<file path="src/rtl/emu_time_mgr.sv">
// Emulator timestep manager: grants the smallest enabled timestep request,
// accumulates emulated time and halts exactly on the programmed stop time.
module emu_time_mgr #(
    parameter int                  N_REQ      = 2,
    parameter int                  DT_WIDTH   = 27,
    parameter int                  TIME_WIDTH = 39,
    parameter logic [DT_WIDTH-1:0] DT_MAX     = '1
) (
    input  logic                      emu_clk,
    input  logic                      emu_rst,
    input  logic [N_REQ*DT_WIDTH-1:0] dt_req,
    input  logic [N_REQ-1:0]          req_en,
    input  logic                      start,
    input  logic [TIME_WIDTH-1:0]     t_stop,
    output logic [DT_WIDTH-1:0]       emu_dt,
    output logic [TIME_WIDTH-1:0]     emu_time,
    output logic [31:0]               step_cnt,
    output logic                      running,
    output logic                      done
);

    typedef enum logic [1:0] {IDLE, RUN, HALT} state_t;

    localparam int LEVELS = $clog2(N_REQ);
    localparam int LEAVES = 1 << LEVELS;

    state_t                state_reg;
    logic [TIME_WIDTH-1:0] time_reg;
    logic [31:0]           cnt_reg;
    logic                  running_reg;
    logic                  done_reg;

    logic [DT_WIDTH-1:0]   dt_min;
    logic [TIME_WIDTH:0]   diff;
    logic [TIME_WIDTH-1:0] t_rem;
    logic                  rem_fits;
    logic [DT_WIDTH-1:0]   dt_run;
    logic [TIME_WIDTH-1:0] time_next;
    logic                  lands;
    logic                  start_ok;

    // Balanced min tree; unused or disabled leaves are padded with DT_MAX so
    // the root is already capped.
    generate
        for (genvar gi = 0; gi <= LEVELS; gi++) begin : lvl_g
            localparam int W = LEAVES >> gi;
            logic [DT_WIDTH-1:0] val [W];
            for (genvar gj = 0; gj < W; gj++) begin : node_g
                if (gi == 0) begin : leaf_g
                    if (gj < N_REQ) begin : used_g
                        assign val[gj] = (req_en[gj] && (dt_req[gj*DT_WIDTH +: DT_WIDTH] < DT_MAX))
                                         ? dt_req[gj*DT_WIDTH +: DT_WIDTH] : DT_MAX;
                    end else begin : pad_g
                        assign val[gj] = DT_MAX;
                    end
                end else begin : cmp_g
                    assign val[gj] = (lvl_g[gi-1].val[2*gj] < lvl_g[gi-1].val[2*gj+1])
                                     ? lvl_g[gi-1].val[2*gj] : lvl_g[gi-1].val[2*gj+1];
                end
            end
        end
    endgenerate

    assign dt_min = lvl_g[LEVELS].val[0];

    // Negative remaining time (stop lowered below current time) clamps to 0.
    assign diff     = {1'b0, t_stop} - {1'b0, time_reg};
    assign t_rem    = diff[TIME_WIDTH] ? '0 : diff[TIME_WIDTH-1:0];
    assign rem_fits = ~|t_rem[TIME_WIDTH-1:DT_WIDTH];
    assign dt_run   = (rem_fits && (t_rem[DT_WIDTH-1:0] < dt_min)) ? t_rem[DT_WIDTH-1:0] : dt_min;
    assign emu_dt   = (state_reg == RUN) ? dt_run : '0;

    // emu_dt never exceeds t_rem, so this sum cannot overflow.
    assign time_next = time_reg + {{(TIME_WIDTH-DT_WIDTH){1'b0}}, emu_dt};
    assign lands     = time_next >= t_stop;
    assign start_ok  = t_stop > time_reg;

    always_ff @(posedge emu_clk or negedge emu_rst) begin
        if (!emu_rst) begin
            state_reg   <= IDLE;
            time_reg    <= '0;
            cnt_reg     <= '0;
            running_reg <= 1'b0;
            done_reg    <= 1'b0;
        end else begin
            case (state_reg)
                IDLE: begin
                    if (start) begin
                        if (start_ok) begin
                            state_reg   <= RUN;
                            running_reg <= 1'b1;
                        end else begin
                            state_reg <= HALT;
                            done_reg  <= 1'b1;
                        end
                    end
                end
                RUN: begin
                    time_reg <= time_next;
                    if (emu_dt != '0) begin
                        cnt_reg <= cnt_reg + 32'd1;
                    end
                    if (lands) begin
                        state_reg   <= HALT;
                        running_reg <= 1'b0;
                        done_reg    <= 1'b1;
                    end
                end
                HALT: begin
                    if (start && start_ok) begin
                        state_reg   <= RUN;
                        running_reg <= 1'b1;
                        done_reg    <= 1'b0;
                    end
                end
                default: begin
                    state_reg   <= IDLE;
                    running_reg <= 1'b0;
                    done_reg    <= 1'b0;
                end
            endcase
        end
    end

    assign emu_time = time_reg;
    assign step_cnt = cnt_reg;
    assign running  = running_reg;
    assign done     = done_reg;

endmodule

</file>
<file path="config.mk">
export PLATFORM = sky130hd
export DESIGN_NAME = emu_time_mgr
export DESIGN_NICKNAME = d
export VERILOG_FILES = /design/src/rtl/emu_time_mgr.sv
export SDC_FILE = /design/constraint.sdc
export NUM_CORES = 1
export LEC_CHECK = 0
export CAP_MARGIN = 20
export CORE_MARGIN = 2
export CORE_UTILIZATION = 45
export DETAILED_ROUTE_END_ITERATION = 10
export GPL_TIMING_DRIVEN = 0
export PLACE_DENSITY_LB_ADDON = 0.08
export SYNTH_ARGS = -nofsm -noshare
export SYNTH_HDL_FRONTEND = slang
export SYNTH_SLANG_ARGS = --single-unit
</file>
<file path="constraint.sdc">
create_clock -name emu_clk -period 24.4 [get_ports emu_clk]
set_clock_uncertainty 0.05 [all_clocks]
set_input_delay 4.88 -clock emu_clk [delete_from_list [all_inputs] [get_ports emu_clk]]
set_output_delay 4.88 -clock emu_clk [all_outputs]
set_load 0.01 [all_outputs]
</file>
==> results.py, run 1 <==
metrics = {
    "outcome": {
        "outcome": "complete, no violations",
    },
    "clocking": {
        "clk_pin_slew_ns": 0.07,
        "clock_tree.root_cell": "clkbuf_16",
        "cts_made_buffers": 9,
        "postCtsSetupBuffers": 0,
        "cts_hold_buf": 0,
        "cts_resized": 0,
        "cts_tree": "done",
        "htreeDepth": 3,
        "clk_path_buf_depth": 2,
        "cts.sinks": 75,
        "clkLatencyLatePin_ns": 0.36,
    },
    "setup_path": {
        "slowest_delay_ns": 0.70,
        "reg2reg_from": "emu_time[14]",
        "critPathSlowestCell": "a2111oi_0",
        "rrSetupSlack_ns": 11.97,
        "cp-end-kind": "output port",
        "critPathRequiredTime_ns": 19.47,
        "start_kind": "input pin",
        "crit_type": "in -> out",
        "timing.rr.end": "running",
        "cp_top_family": "buffers and inverters",
        "cpMostUsedCell": "clkbuf_1",
        "worst-r2r-cell-count": 50,
        "worstPathMaxFanout": 10,
        "cp.arrival_ns": 14.90,
        "worst-path-buf-inv": 9,
    },
    "power_and_ir_drop": {
        "ir_drop_uv": 44.8,
        "power.total_uw": 891,
        "powerDensity_nw_per_um2": 63.7,
        "p_leak_nw": 6.37,
    },
    "placed_design": {
        "pre_cts_slack_ns": 4.56,
        "dpl.hpwl_um": 33100,
        "placed_cells": 2048,
        "placed_area_um2": 13700,
        "place_congestion": 0.945,
        "io_buffers": 197,
    },
    "global_route": {
        "grt_pass1_wl_um": 62000,
        "grt_overflow_total": 0,
        "grt_pass1_vias": 11700,
        "grt_max_degree": 67,
        "grtUsageTotal_pct": 29.8,
        "antenna_found_initial": 0,
    },
    "sta": {
        "slew_headroom_pct": 36.6,
        "period_minus_slack_ns": 19.83,
        "tightest_slew_ns": 0.951,
        "holdWs_ns": 0.436,
        "max_freq_ghz": 0.0504,
        "maxSlewViolCount": 0,
        "hold_viol_final": 0,
        "fin_setup_tns_ns": 0,
        "rsz0062_at_grt": "no",
        "period_share_pct": 81.3,
        "setup_viol": 0,
        "setup_ws_ns": 4.57,
    },
    "synth": {
        "synth_edf_count": 0,
        "synthFlopType": "dfrtp_1",
        "synth_seq_area_share_pct": 16.7,
        "syn_area_per_cell_um2": 7.39,
        "async_flop_share_pct": 100,
        "synth_cells": 1525,
        "netlist.area_leader.share_pct": 17.5,
        "synthTopCellsByArea": "ha_1 (18%), dfrtp_1 (17%), xnor2_1 (6.6%)",
        "synth_area_leader_cell": "ha_1",
        "syn_area_um2": 11300,
        "syn_nets": 1782,
        "synth_cell_types": 78,
        "ys_warn_count": 0,
        "ys_ff_latch": 75,
    },
    "floorplan": {
        "start_util_pct": 46.1,
        "die_w_um": 162,
        "coreArea_um2": 24500,
        "io_pins": 198,
        "rows": 57,
        "die_h_um": 162,
        "dieArea_um2": 26300,
    },
    "flow_run": {
        "max_cap_violations": 0,
    },
    "routing": {
        "wl_um": 39600,
        "avgRoutedWirePerCell_um": 19.2,
        "firstDrtPassIters": 6,
        "via_per_inst": 5.86,
        "antenna_left": 0,
        "drtIter0Drc": 897,
        "vias": 12100,
        "drc": 0,
    },
    "final_layout": {
        "fin_nets": 1992,
        "drive_gt1_share_pct": 4.60,
        "antenna_cells": 0,
        "num-fill-cells": 2394,
        "instances_no_fill": 2064,
        "largest_reg_flops": 39,
        "utilization_pct": 57.2,
        "final_area_um2": 14000,
        "areaGrowthSynthToFinish_pct": 24.2,
    },
    "worst_hold_path": {
        "hold_class": "reg -> reg",
        "hold_end": "step_cnt[31]",
        "whs_path_depth": 1,
        "min_from": "step_cnt[31]",
    },
}
==> final cells by class <==
class | count | area, um2 | share of cell area [%]
clock inverter | 7 | 91.3 | 0.653
inverter | 137 | 514 | 3.68
multi-input combinational | 1261 | 8650 | 61.8
buffer | 52 | 224 | 1.60
tap | 324 | 405 | 2.90
timing repair buffer | 199 | 2000 | 14.3
sequential | 75 | 1880 | 13.4
clock buffer | 9 | 225 | 1.61
==> routing by layer <==
metal	GRT usage, %	up-vias	share of wire, %
met4	8.93	0	2.9
met5	0	-	0
met2	47.3	454	43
li1	-	5943	-
met3	6.23	66	7.8
met1	40.9	5625	46
==> cell usage in the layout, fill, tap and decap left out, types with 18 or more instances in the layout <==
master and n:
clkdlybuf4s50_1 196, nor2_1 173, ha_1 158, a21oi_1 138, inv_1 137, nand2_1 112, xnor2_1 85, o21ai_0 83
dfrtp_1 75, nand4_1 59, nor3_1 50, clkbuf_1 38, a21o_1 37, nand3_1 29, and3_1 25, o211ai_1 21
xor2_1 21, and2_1 20, mux2i_1 20, nor2b_1 19, nand2b_1 18
==> worst max-delay path by stage <==
stage	slack, ns	start	endpoint	cells after the start
finish	4.57	dt_req[53]	emu_dt[9]	32
detailed placement	4.56	dt_req[53]	running	55
global placement	4.10	dt_req[53]	running	54
global route	3.59	dt_req[53]	running	55
floorplan	8.03	dt_req[48]	emu_dt[14]	30
CTS	4.67	dt_req[53]	emu_dt[9]	32
==> cells by family (layout without fill, tap and decap cells) <==
| kind of cell | after synthesis | after routing | share of synthesized area, % |
|---|---|---|---|
| AOI/OAI and AO/OA | 399 | 399 | 22.7 |
| xor gates and xnor gates | 106 | 106 | 8.24 |
| adders and majority gates | 159 | 159 | 17.7 |
| buffers and inverters | 189 | 404 | 6.55 |
| DFF | 75 | 75 | 16.7 |
| muxes | 37 | 37 | 3.48 |
| and+or+nand+nor | 560 | 560 | 24.6 |
==> worst reg2reg max path, delay by kind of cell, from the launching register on <==
kind	cells	cell delay (ns)
adders and majority gates	4	1.14
DFF	1	0.42
and+or+nand+nor	16	3.51
xor gates and xnor gates	1	0.28
AOI/OAI and AO/OA	20	4.87
buffers and inverters	9	2.06
==> cell usage after synthesis, drive strengths merged, types with 4 or more instances <==
master     n
nor2     173
ha       158
a21oi    141
inv      137
nand2    112
xnor2     85
o21ai     84
dfrtp     75
nand4     59
nor3      50
clkbuf    38
a21o      37
nand3     29
and3      25
o211ai    22
and2      21
xor2      21
mux2i     20
nor2b     19
nor4      19
nand2b    18
mux2      17
o31ai     17
a31oi     16
buf       14
o21a      12
or2       11
a211oi     9
o21bai     8
or4        8
a211o      6
a2111oi    4
a31o       4
o2111ai    4
o41ai      4
==> power breakdown <==
part,switching (mW),internal [mW],total (mW)
logic,0.335,0.236,0.571
clock network,0.0662,0.0825,0.149
registers,0.0260,0.146,0.172
No activity file was read; power rests on OpenSTA's default activity.
==> inputs of run 2 (changes only) <==
- clock period: 24.4 -> 20 ns (I/O delays scaled with it)
==> results of run 2 <==
The final DEF is identical to that of run 1. Status: complete, no violations.
Main changes from that run: setup slack after placement 4.56 ns -> 1.04 ns; setup slack after layout 4.57 ns -> 1.19 ns; end point of the critical path emu_dt[9] -> running; register-to-register setup slack 11.97 ns -> 7.57 ns; total power 0.891 mW -> 1.09 mW; worst IR drop on VDD 44.8 uV -> 54.7 uV
==> inputs of run 3 (changes only) <==
- GPL_TIMING_DRIVEN: 0 -> not set
- SKIP_LAST_GASP: not set -> 1
==> results.py, run 3 (synthesis results as in run 1) <==
metrics = {
    "setup_path": {
        "slowest_delay_ns": 0.84,
        "cp.arrival_ns": 17.97,
        "cp-end-kind": "register",
        "start_kind": "input pin",
        "worstPathMaxFanout": 39,
        "crit_type": "in -> reg",
        "critPathRequiredTime_ns": 20.18,
        "critPathSlowestCell": "and2_2",
        "cpMostUsedCell": "a21oi_1",
    },
    "sta": {
        "period_minus_slack_ns": 17.79,
        "slew_headroom_pct": 40.0,
        "period_share_pct": 89.0,
        "maxSlewViolCount": 0,
        "holdWs_ns": 0.447,
        "setup_viol": 0,
        "fin_setup_tns_ns": 0,
        "rsz0062_at_grt": "no",
        "hold_viol_final": 0,
        "max_freq_ghz": 0.0562,
        "tightest_slew_ns": 0.900,
    },
    "global_route": {
        "grt_overflow_total": 0,
        "grtUsageTotal_pct": 29.1,
        "grt_max_degree": 65,
        "grt_pass1_vias": 11600,
        "grt_pass1_wl_um": 61400,
        "antenna_found_initial": 0,
    },
    "routing": {
        "via_per_inst": 5.92,
        "drc": 0,
        "firstDrtPassIters": 5,
        "avgRoutedWirePerCell_um": 19.0,
        "vias": 12000,
        "antenna_left": 0,
        "wl_um": 38300,
        "drtIter0Drc": 922,
    },
    "final_layout": {
        "drive_gt1_share_pct": 4.89,
        "fin_nets": 1950,
        "final_common_cell": "clkdlybuf4s50_1",
        "antenna_cells": 0,
        "areaGrowthSynthToFinish_pct": 23.1,
        "mostFrequentLayoutCells": "clkdlybuf4s50_1 (196), nor2_1 (172), ha_1 (158), a21oi_1 (138), inv_1 (137)",
        "largest_reg_flops": 39,
    },
    "clocking": {
        "cts_resized": 0,
        "clk_pin_slew_ns": 0.07,
        "clkLatencyLatePin_ns": 0.35,
        "cts_tree": "done",
        "htreeDepth": 3,
        "cts_hold_buf": 0,
        "clock_tree.root_cell": "clkbuf_16",
        "clk_path_buf_depth": 2,
        "cts_made_buffers": 9,
        "postCtsSetupBuffers": 0,
        "cts.sinks": 75,
    },
    "power_and_ir_drop": {
        "powerDensity_nw_per_um2": 78.6,
        "power.total_mw": 1.09,
        "ir_drop_uv": 68.0,
        "p_leak_nw": 6.35,
    },
    "floorplan": {
        "rows": 57,
        "die_w_um": 162,
        "die_h_um": 162,
        "io_pins": 198,
        "start_util_pct": 46.1,
        "coreArea_um2": 24500,
        "dieArea_um2": 26300,
    },
    "flow_run": {
        "max_cap_violations": 0,
    },
    "placed_design": {
        "dpl.hpwl_um": 31200,
        "place_congestion": 0.956,
        "io_buffers": 197,
    },
    "outcome": {
        "outcome": "complete, no violations",
    },
    "worst_hold_path": {
        "hold_class": "reg -> reg",
    },
}
-- run 3: cell types whose count changed in the layout (fill, tap and decap cells not counted), moves of 2 or more --
cell | before | now
clkbuf_1 | 38 | 0
buf_4 | 2 | 12
buf_2 | 8 | 0
buf_1 | 4 | 0
buf_6 | 2 | 0
inv_6 | 0 | 2
o41ai_2 | 2 | 0
o41ai_4 | 0 | 2
-- run 3: final timing paths --
path,startpoint,to,slack (ns),cells after the start
max in group asynchronous,emu_rst,emu_time[37],15.38,2
min,step_cnt[10],step_cnt[10],0.45,1
min reg2reg,step_cnt[10],step_cnt[10],0.45,1
min in group asynchronous,emu_rst,emu_time[6],3.44,1
max,dt_req[21],running,2.21,52
max reg2reg,emu_time[1],running,7.50,44
-- run 3: layout make-up --
class / count / area [um2]
fillers: 2337 / 10600
multi-input cells: 1261 / 8690
repair buffers: 209 / 2070
flip-flops and latches: 75 / 1880
inverters: 137 / 514
well taps: 324 / 405
clock buffers: 9 / 225
clock inverters: 7 / 90.1
-- run 3: critical path, delay by kind of cell --
kind / cells / cell delay [ns]
AOI/OAI and AO/OA: 24 / 6.53
xor gates and xnor gates: 1 / 0.22
adders and majority gates: 4 / 1.21
buffers and inverters: 6 / 1.31
and+or+nand+nor: 17 / 4.66
-- run 3: per-layer routing --
| metal | vias up | routed length [um] | track usage (%) | share of wire (%) |
|---|---|---|---|---|
| met5 | - | 0 | 0 | 0 |
| met4 | 0 | 1030 | 8.09 | 2.7 |
| met3 | 60 | 2530 | 4.75 | 6.6 |
| met2 | 419 | 16600 | 45.2 | 43 |
| met1 | 5652 | 18200 | 41.6 | 47 |
| li1 | 5834 | - | - | - |
-- run 3: power breakdown --
part,switching [mW],internal (mW)
clock network,0.0823,0.101
registers,0.0355,0.178
logic,0.408,0.286
total,0.525,0.565
-- run 3: stage by stage --
step | area [um2] | cells | setup slack, ns | utilization (%)
6_report | 13900 | 2022 | 2.21 | 56.7
5_1_grt | 13900 | 2022 | 1.10 | 56.7
4_1_cts | 13900 | 2022 | 2.43 | 56.7
3_5_place_dp | 13500 | 2006 | 2.09 | 55.4
3_3_place_gp | 13500 | 2005 | 2.01 | 55.3
2_1_floorplan | 11300 | 1525 | 4.78 | -
==> variant 1, RTL diff (flow settings as in run 1) <==
Re-encode `state_t` (3 states) as one-hot, 3 bits wide.
--- a/src/rtl/emu_time_mgr.sv
+++ b/src/rtl/emu_time_mgr.sv
@@ -20,5 +20,5 @@
 );
 
-    typedef enum logic [1:0] {IDLE, RUN, HALT} state_t;
+    typedef enum logic [2:0] {IDLE = 3'b001, RUN = 3'b010, HALT = 3'b100} state_t;
 
     localparam int LEVELS = $clog2(N_REQ);
Behaviour: no difference found for any inputs over 4 cycles, from zero or initial values and one cycle with emu_rst low; so few cycles prove little.
==> variant 1 against run 1 <==
- synthesized area fell by 0.74%
- utilization fell by 0.27 points
- non-clock buffer count fell by 5
- worst setup slack improved by 1.1 ns
- power rose by 28%
- sequential power rose by 9%
- routed wire length fell by 3.6%
- hold slack improved by 0.0010 ns
- critical path depth did not move
- sequential cell count rose by 1
- register-to-register slack improved by 0.55 ns
- sequential share of layout area rose by 0.29 points
- final area fell by 0.76%
- largest cell class unchanged
==> variant 1: results <==
outcome:
  status: "completed"
final_layout:
  buf_share_pct: 16.0
  seq_area_share_pct: 13.7
  multi_input_area_um2: 8600
  clock_area_share_pct: 2.09
  nNonClkBuffers: 246
  inverters: 123
  fillers: 2400
detailed_routing:
  route.met3.wl_um: 2350
  wl_per_cell_um: 18.8
  met1_length_um: 16500
  first_pass_iters: 5
  vias: 11809
worst_setup_path:
  r2r_slack_ns: 12.52
  cp-startpoint: "dt_req[48]"
  critPathTopFamily: "compound AO/OA/AOI/OAI gates"
  critPathSlowestCell: "o41ai_2"
  slowest_delay_ns: 0.63
  worstRegToRegCells: 49
sta:
  tightest_slew_ns: 1.05
global_routing:
  met1_usage_pct: 36.8
  grt_pass1_wl_um: 60100
  grt_pass1_vias: 11392
  antenna_found_initial: 1
  grt_max_degree: 68
yosys:
  ys_types: 87
  seq_area_frac_synth_pct: 17.0
  syn-num-nets: 1747
hold_path:
  min_to: "step_cnt[23]$_DFFE_PN0P_"
placement:
  hpwlAfterDp_um: 32100
  place_area_um2: 13600
die:
  die_w_um: 162
## variant 1: changes by cell type after synthesis, moves of 18 or more
cell | before | now
nor3_1 | 50 | 24
nand3_1 | 29 | 48
and3_1 | 25 | 7
xor2_1 | 21 | 43
nand2b_1 | 18 | 40
o21ai_1 | 1 | 23
xnor2_1 | 85 | 65
## variant 1: cells by family after synthesis
group | synth area share, %
AND/OR/NAND/NOR | 26.8
AO/OA/AOI/OAI | 21.3
buffers and inverters | 6.15
adder cells (fa/ha/maj) | 17.9
XOR/XNOR | 8.46
flip-flops | 17.0
multiplexers | 2.34
## variant 1: through the flow
step	utilization [%]	setup slack [ns]	hold WS, ns
finish	56.9	5.71	0.437
global route	56.9	5.20	0.454
CTS	56.9	5.73	0.439
detailed placement	55.7	5.76	0.426
global placement	55.6	5.80	0.420
floorplan	-	8.28	0.454
## variant 1: power by group
| group | internal, mW | switching [mW] |
|---|---|---|
| logic | 0.334 | 0.487 |
| clock network | 0.0716 | 0.0656 |
| registers | 0.156 | 0.0310 |
==> variant 2, RTL diff (flow settings as in run 1) <==
Made on the original files. The parameter `N_REQ` goes from 2 to 1.
--- a/src/rtl/emu_time_mgr.sv
+++ b/src/rtl/emu_time_mgr.sv
@@ -2,5 +2,5 @@
 // accumulates emulated time and halts exactly on the programmed stop time.
 module emu_time_mgr #(
-    parameter int                  N_REQ      = 2,
+    parameter int                  N_REQ      = 1,
     parameter int                  DT_WIDTH   = 27,
     parameter int                  TIME_WIDTH = 39,
Interface: changed (resized dt_req and req_en); port bits go from 198 to 170. No check against the original RTL was run, so the function may have changed too.
==> variant 2 against run 1 <==
- sequential cell count stayed put
- routed wire length shrank 8.8%
- via count shrank 12%
- worst setup slack improved by 2.2 ns
- synthesized area down 11%
- final area decreased by 12%
Power is not compared: it rests on default switching activity, and its combinational part moved more than twofold at a synthesized area within 25%.
==> variant 2: results <==
outcome:
  status: "completed"
global_routing:
  grt_max_degree: 41
  met1_usage_pct: 39.9
  grtUsageMet3_pct: 3.71
  grt_pass1_wl_um: 56200
  antenna_found_initial: 0
  grt_usage_pct: 30.2
  grt_use_met2_pct: 49.7
  grt_pass1_vias: 10385
yosys:
  syn-num-nets: 1515
  synth_xor_area_share_pct: 9.20
  synth.avg_cell_area_um2: 7.62
  ys_types: 80
  synthFlopType: "dfrtp_1"
  seq_area_frac_synth_pct: 18.8
  netlist_top_cells_area: "dfrtp_1 (19%), ha_1 (17%), xnor2_1 (7.2%)"
  synth-adder-area-share_pct: 16.7
  yosys-top-cells-count: "ha_1 (132), nor2_1 (128), nand2_1 (103)"
  muxShareOfSynthArea_pct: 2.25
  synth_edf_count: 0
  synth-compound-area-share_pct: 23.6
detailed_routing:
  dr.first_iter.drc_count: 801
  met1_length_um: 15700
  avgViaCountPerCell: 5.99
  route.met3.wl_um: 2020
  wl_um: 36100
  vias: 10660
  first_pass_iters: 5
  met2_length_um: 16700
worst_setup_path:
  critPathTopFamily: "compound AO/OA/AOI/OAI gates"
  critPathSlowestCell: "a211oi_1"
  cp_max_fo: 10
  slowest_delay_ns: 0.85
final_layout:
  drive_above_1_share_pct: 4.60
  fin_nets: 1697
  fillers: 2149
placement:
  place_inst: 1762
  io_buffers: 169
  hpwlAfterDp_um: 29700
  place_area_um2: 12100
  pre_cts_ws_ns: 6.93
  routabilityCongestion: 0.984
pwr:
  power.internal_mw: 0.688
  total_power_mw: 1.49
  clock_power_share_pct: 9.4
clock_network:
  numCtsBuffers: 9
  cts_htree_levels: 3
  cts_resized: 0
sta:
  max_slew_margin_pct: 37.9
## variant 2: worst paths after layout
path / start / cells past startpoint / slack [ns] / end
max: t_stop[2] / 23 / 6.80 / emu_dt[13]
min: step_cnt[31]$_DFFE_PN0P_ / 1 / 0.43 / step_cnt[31]$_DFFE_PN0P_
max reg2reg: emu_time[1]$_DFFE_PN0P_ / 47 / 11.35 / running$_DFFE_PN0P_
min reg2reg: step_cnt[31]$_DFFE_PN0P_ / 1 / 0.43 / step_cnt[31]$_DFFE_PN0P_
max in group asynchronous: emu_rst / 2 / 19.20 / emu_time[24]$_DFFE_PN0P_
min in group asynchronous: emu_rst / 1 / 4.44 / emu_time[0]$_DFFE_PN0P_
## variant 2: layout make-up
class | count | share of cell area [%]
timing repair buffer | 171 | 13.9
clock inverter | 7 | 0.607
inverter | 101 | 3.07
sequential | 75 | 15.2
multi-input combinational | 1083 | 60.6
tap | 280 | 2.83
buffer | 53 | 2.02
clock buffer | 9 | 1.82
